[src/rtl/alu_exec_ctrl.sv]
// Multicycle execute controller: reads operands from a 16x16 register file, drives an
// external combinational ALU, and writes the result and flags back four cycles per instruction.
module alu_exec_ctrl #(
  parameter int NREGS = 16,
  parameter int WIDTH = 16
) (
  input  logic             clk,
  input  logic             reset,
  input  logic [15:0]      instr_in,
  input  logic             instr_valid,
  output logic             instr_ready,
  output logic [WIDTH-1:0] alu_A,
  output logic [WIDTH-1:0] alu_B,
  output logic [3:0]       alu_opcode,
  output logic [3:0]       alu_opext,
  output logic             alu_carry,
  input  logic [WIDTH-1:0] alu_S,
  input  logic [4:0]       alu_CLFZN,
  output logic             done,
  output logic             illegal,
  output logic [4:0]       psr,
  input  logic [3:0]       dbg_addr,
  output logic [WIDTH-1:0] dbg_data
);

  typedef enum logic [1:0] {IDLE, READ, EXEC, WB} state_t;

  state_t           state;
  logic [15:0]      instr_q;
  logic [WIDTH-1:0] s_hold;
  logic [4:0]       clfzn_hold;
  logic [WIDTH-1:0] regs [NREGS];

  logic [3:0] opcode, rdest, opext, rsrc;
  logic [7:0] imm8;

  assign opcode = instr_q[15:12];
  assign rdest  = instr_q[11:8];
  assign opext  = instr_q[7:4];
  assign rsrc   = instr_q[3:0];
  assign imm8   = instr_q[7:0];

  assign dbg_data = regs[dbg_addr];

  function automatic logic is_legal(input logic [3:0] op, input logic [3:0] ext);
    logic ok;
    ok = 1'b0;
    case (op)
      4'b0101, 4'b0110, 4'b0111: ok = 1'b1;
      4'b0000: ok = (ext == 4'b0101) || (ext == 4'b0110) || (ext == 4'b0111);
      4'b1010: ok = (ext == 4'b0101) || (ext == 4'b0110);
      default: ok = 1'b0;
    endcase
    return ok;
  endfunction

  // NOTE: every register here uses non-blocking assignment so all state updates
  // at the edge see the same pre-edge values (e.g. operand read before writeback).
  always_ff @(posedge clk) begin
    if (reset) begin
      state       <= IDLE;
      instr_q     <= '0;
      s_hold      <= '0;
      clfzn_hold  <= '0;
      psr         <= '0;
      instr_ready <= 1'b1;
      done        <= 1'b0;
      illegal     <= 1'b0;
      alu_A       <= '0;
      alu_B       <= '0;
      alu_opcode  <= '0;
      alu_opext   <= '0;
      alu_carry   <= 1'b0;
      // NOTE: the register file is architecturally cleared on reset, so it is
      // built from flops rather than a RAM macro.
      for (int i = 0; i < NREGS; i++) regs[i] <= '0;
    end else begin
      done    <= 1'b0;
      illegal <= 1'b0;
      case (state)
        IDLE: begin
          if (instr_valid && instr_ready) begin
            instr_q     <= instr_in;
            instr_ready <= 1'b0;
            state       <= READ;
          end
        end
        READ: begin
          alu_A      <= regs[rdest];
          alu_opcode <= opcode;
          alu_opext  <= opext;
          alu_carry  <= psr[4];
          case (opcode)
            4'b0101, 4'b0111: alu_B <= {{(WIDTH-8){imm8[7]}}, imm8};
            4'b0110:          alu_B <= {{(WIDTH-8){1'b0}}, imm8};
            default:          alu_B <= regs[rsrc];
          endcase
          state <= EXEC;
        end
        EXEC: begin
          s_hold     <= alu_S;
          clfzn_hold <= alu_CLFZN;
          done       <= 1'b1;
          illegal    <= !is_legal(opcode, opext);
          state      <= WB;
        end
        WB: begin
          // illegal is already high for this cycle, so it gates the commit directly
          if (!illegal) begin
            regs[rdest] <= s_hold;
            psr         <= clfzn_hold;
          end
          instr_ready <= 1'b1;
          state       <= IDLE;
        end
        default: state <= IDLE;
      endcase
    end
  end

endmodule

[config.mk]
export PLATFORM = sky130hd
export DESIGN_NAME = alu_exec_ctrl
export DESIGN_NICKNAME = d
export VERILOG_FILES = /design/src/rtl/alu_exec_ctrl.sv
export SDC_FILE = /design/constraint.sdc
export NUM_CORES = 1
export LEC_CHECK = 0
export ABC_AREA = 1
export CAP_MARGIN = 30
export CORE_ASPECT_RATIO = 0.5
export CORE_UTILIZATION = 65
export CTS_BUF_LIST = sky130_fd_sc_hd__clkbuf_16
export DETAILED_ROUTE_END_ITERATION = 10
export HOLD_SLACK_MARGIN = 0.1
export PLACE_DENSITY = 0.86
export SYNTH_ARGS = -nofsm -noshare
export SYNTH_HDL_FRONTEND = slang
export SYNTH_SLANG_ARGS = --single-unit
[constraint.sdc]
create_clock -name clk -period 4.1 [get_ports clk]
set_input_delay 0.82 -clock clk [delete_from_list [all_inputs] [get_ports clk]]
set_output_delay 0.82 -clock clk [all_outputs]
set_load 0.02 [all_outputs]
Word-level counts from Yosys, hierarchy flattened
Memory sizes are Yosys's and may differ from the RTL's. A register that Yosys moved wholly into a read port is not among the register bits.
Index checks and enable logic that the tools add are counted.
Cells by class
  eq/ne operators: 11
  multiplexer cells: 20
  bitwise gates (word level): 2
  reductions and logical operators: 14
Operator list (count)
  $pmux W16 S2: 1
  $eq A4 B3 Y1 const B: 6
  $mux W16: 1
  $reduce_or A16 Y1: 1
  $mux W4: 3
  $mux W1: 11
  $pmux W2 S4: 1
  $reduce_and A2 Y1: 3
  $eq A2 B2 Y1 const B: 2
  $eq A4 B4 Y1 const B: 1
  $logic_not A4 Y1: 1
  $reduce_or A2 Y1: 2
  $pmux W1 S3: 1
  $reduce_or A3 Y1: 1
  $eq A2 B1 Y1 const B: 1
  $logic_not A2 Y1: 1
  $logic_or A1 B1 Y1: 2
  $mux W2: 1
  $ne A2 B2 Y1 const B: 1
  $not A1 Y1: 2
  $pmux W1 S2: 1
  $reduce_bool A2 Y1: 1
  $logic_and A1 B1 Y1: 1
  $logic_not A1 Y1: 1
Storage, ports and cells
  flip-flop bits (word level): 72
  memory bits (writable): 256
  input port bits: 44
  output and inout port bits: 65
  memories: 1
Memories
  regs: depth 16, width 16, rd ports 3, clocked after memory_dff 2, write ports 16, RTL line 32  | logic [WIDTH-1:0] regs [NREGS];

Longest topological paths before layout
  depth after elaboration: 7
  mapped depth: 11

Worst setup path before layout
Ideal clock, no wire load.
  kind: in2out
  start point: input dbg_addr[0]
  end point: output dbg_data[6]
  data arrival time: 2.033 ns
  slack: 1.247 ns
  stages on the path: 7
  path buffers: 3
  path through: buf_2 -> buf_4 -> buf_2 -> o21ai_0 -> a21oi_1 -> o22ai_1 -> o21ai_0
Between the ends
  cells in the longest elaborated chain, start to end: 1
Ends and longest elaborated chain
  from (decl): RTL line 22  | input logic [3:0] dbg_addr,
  $mem_v2 Z16 W16
  to (decl): RTL line 23  | output logic [WIDTH-1:0] dbg_data
No other way between the ends.

Final worst setup path
  start point: input dbg_addr[0]
  end point: output dbg_data[9]
Same word-level chain as after synthesis.

==> run_results.csv <==
group,metric,value,unit
routing,vias,18729,
pwr,p_leak,8.40,nW
setup_path,start_kind,"input port",
timing,fmax,266,MHz
setup_path,crit_path_cell_trace,"buf_6 > buf_4 > mux2i_1 > o211ai_1 > o211ai_1 > nand2_1 > clkdlybuf4s50_1",
routing,first_pass_iters,7,
pwr,peakVddDrop,0.528,mV
floorplan,start_util,66.2,%
clock_network,clk_pin_slew,0.07,ns
synth,synthArstFlopShare,0,%
synth,synth_edf_count,256,
setup_path,crit_arrival,2.94,ns
clock_network,numClockSinks,348,
clock_network,cts_root_buffer,"clkbuf_16",
grt,grt_overflow,0,
timing,tns,0,ns
synth,synth-seq-cells,348,
setup_path,path_max_fanout,87,
routing,drc_errors,0,
run,max_cap_viol_count,0,
setup_path,r2r_cells,8,
timing,rsz0062_at_grt,"false",
routing,initialDrtViolationCount,3551,
clock_network,cts_tree,"built",
floorplan,io_pins,109,
timing,finalSetupViolCount,0,
setup_path,r2r_end,"regs[14][11]$_SDFFCE_PN0P_",
min_path,hold_depth,2,
routing,post_drt_wl_per_cell,22.1,um
setup_path,worst_ep_required_time,3.28,ns
synth,synth_fp_nets,2454,
layout,final_cell_mix,"nand2_1 (516), nor2_1 (357), edfxtp_1 (256), nand3_1 (205), o21ai_0 (191)",
setup_path,cp_num_buf_inv,3,
setup_path,cp_slowest_cell,"clkdlybuf4s50_1",
timing,min_period_over_period,91.6,%
timing,slew_violations,0,
layout,nFillCells,2130,
timing,post-route-min-period,3.76,ns
synth,synth-warning-count,0,
routing,routed_via_density,6.61,
timing,clock_skew,0.0199,ns
layout,drive_gt1_share,6.06,%
setup_path,r2r-start,"state[0]$_SDFFE_PP0P_",
grt,antenna_found_initial,0,
placed_design,port_buffers,108,
run_status,status,"complete, no violations",
clock_network,post_cts_buffers,0,
synth,ys.flop_type,"edfxtp_1",
setup_path,cp_top_family,"buffers and inverters",
setup_path,worstSetupPathType,"in2out",
clock_network,clock_latency,0.61,ns
routing,finalWirelength,62.6,mm
grt,grt_max_degree,102,
clock_network,cts_made_buffers,31,
floorplan,die_x,245,um
synth,synth_area,19200,um^2
clock_network,hold_buffers,0,
min_path,hp-start,"instr_q[15]$_SDFFE_PP0P_",
floorplan,core_area,29000,um^2
synth,syn_inst,2405,
setup_path,rrSetupSlack,1.45,ns
timing,hold_violations,0,
floorplan,fp.dieArea,30300,um^2
layout,area_growth_syn_to_layout,12.1,%
timing,worst_pin_slew,1.06,ns
clock_network,cts_buffer_depth,3,
grt,grtUsageTotal,40.9,%
routing,ant_nets,0,
setup_path,cp-end-kind,"output port",
clock_network,ctsResizeCount,0,
timing,maxSlewHeadroom,29.2,%
floorplan,rows,44,
layout,diodes,0,
floorplan,fp.dieH,124,um
layout,fin_nets,2469,
synth,syn-mean-instance-area,7.99,um^2
synth,synth.lib_cells_used.distinct,34,
clock_network,htree_levels,1,
layout,fin_util,74.3,%
grt,grt_pass1_vias,16687,
synth,seq_area_frac_synth,49.6,%
min_path,min_path_type,"reg2reg",
layout,final_common_cell,"nand2_1",
pwr,power_density,563,nW/um^2
placed_design,gp_congestion,0.984,
setup_path,max_stage_delay,0.64,ns
grt,grt_first_pass_wirelength,94.0,mm
min_path,min_to,"alu_opcode[3]$_SDFFE_PP0N_",
placed_design,dp_hpwl,40.9,mm
setup_path,critPathMostFrequentCell,"o211ai_1",
==> sequential cells by signal, summed over array words and instances, names as in the netlist, named ones only <==
signal       count
psr              5
alu_carry        1
instr_q         16
regs           256
illegal          1
s_hold          16
instr_ready      1
done             1
state            2
alu_A           16
alu_opext        4
clfzn_hold       5
alu_B           16
alu_opcode       4
==> where the power goes <==
| group | switching (mW) | internal (mW) | total, mW |
|---|---|---|---|
| logic | 3.23 | 1.35 | 4.58 |
| clock network | 1.36 | 1.67 | 3.03 |
| registers | 0.322 | 4.19 | 4.51 |
==> per-layer routing <==
| layer | part of all wire, % | routed length [um] | GRT usage, % |
|---|---|---|---|
| met5 | 0 | 0 | 0 |
| met3 | 16 | 10100 | 11.4 |
| met2 | 42 | 26600 | 61.0 |
| met4 | 4.9 | 3090 | 20.3 |
| met1 | 37 | 22900 | 55.5 |
==> through the flow <==
stage,worst slack (ns),power (mW),std cells,hold slack (ns),instance area [um^2]
floorplan,1.25,7.32,2405,0.441,19200
global placement,0.465,8.82,2778,0.454,20500
detailed placement,0.427,8.92,2778,0.475,20500
CTS,0.416,11.9,2835,0.484,21500
global route,0.278,12.5,2835,0.490,21500
finish,0.345,12.1,2835,0.480,21500
==> worst reg2reg max path: stages, from the launching register on <==
cell and delay (ns):
dfxtp_1 0.37, ha_1 0.16, inv_1 0.06, nor2_4 0.17, nand2_4 0.14, nor3_4 0.32
nand2_2 0.38, nand2_1 0.47, buf_4 0.29
==> cell usage after synthesis (all sizes together), types with 5 or more instances <==
cell type | instances | area share [%]
nand2 | 530 | 11
nor2 | 363 | 7.4
a22oi | 128 | 5.0
nand3 | 205 | 5.3
dfxtp | 92 | 9.6
ha | 5 | 0.33
o211ai | 39 | 1.5
mux2i | 32 | 1.7
edfxtp | 256 | 40
buf | 112 | 3.0
a21oi | 158 | 4.1
o21ai | 204 | 5.3
o221ai | 14 | 0.64
clkbuf | 81 | 1.6
inv | 159 | 3.1
clkinv | 17 | 0.33
==> final cells by class <==
class                      count  area, um^2  area share [%]
clock buffer                  34         851            3.95
tap                          391         489            2.27
inverter                     176         666            3.09
timing repair buffer         175        1680            7.80
multi-input combinational   1688        8140            37.8
sequential                   348        9530            44.3
clock inverter                23         180           0.836
==> logic make-up (layout without fill, tap and decap cells) <==
| family | Yosys count | count (layout) | share of synthesized area [%] |
|---|---|---|---|
| AO/OA/AOI/OAI | 547 | 547 | 16.7 |
| multiplexers | 32 | 32 | 1.67 |
| adder cells (fa/ha/maj) | 5 | 5 | 0.325 |
| AND/OR/NAND/NOR | 1104 | 1104 | 23.6 |
| buffers and inverters | 369 | 408 | 8.07 |
| flip-flops | 348 | 348 | 49.6 |
==> worst max path at each step <==
stage | cells past startpoint | start | slack, ns | end
2_1_floorplan | 7 | dbg_addr[0] | 1.25 | dbg_data[6]
3_3_place_gp | 7 | dbg_addr[0] | 0.46 | dbg_data[14]
3_5_place_dp | 7 | dbg_addr[0] | 0.43 | dbg_data[9]
4_1_cts | 7 | dbg_addr[0] | 0.42 | dbg_data[14]
5_1_grt | 7 | dbg_addr[0] | 0.28 | dbg_data[9]
6_report | 7 | dbg_addr[0] | 0.34 | dbg_data[9]
Note: power is estimated with default switching activity, not from simulation.
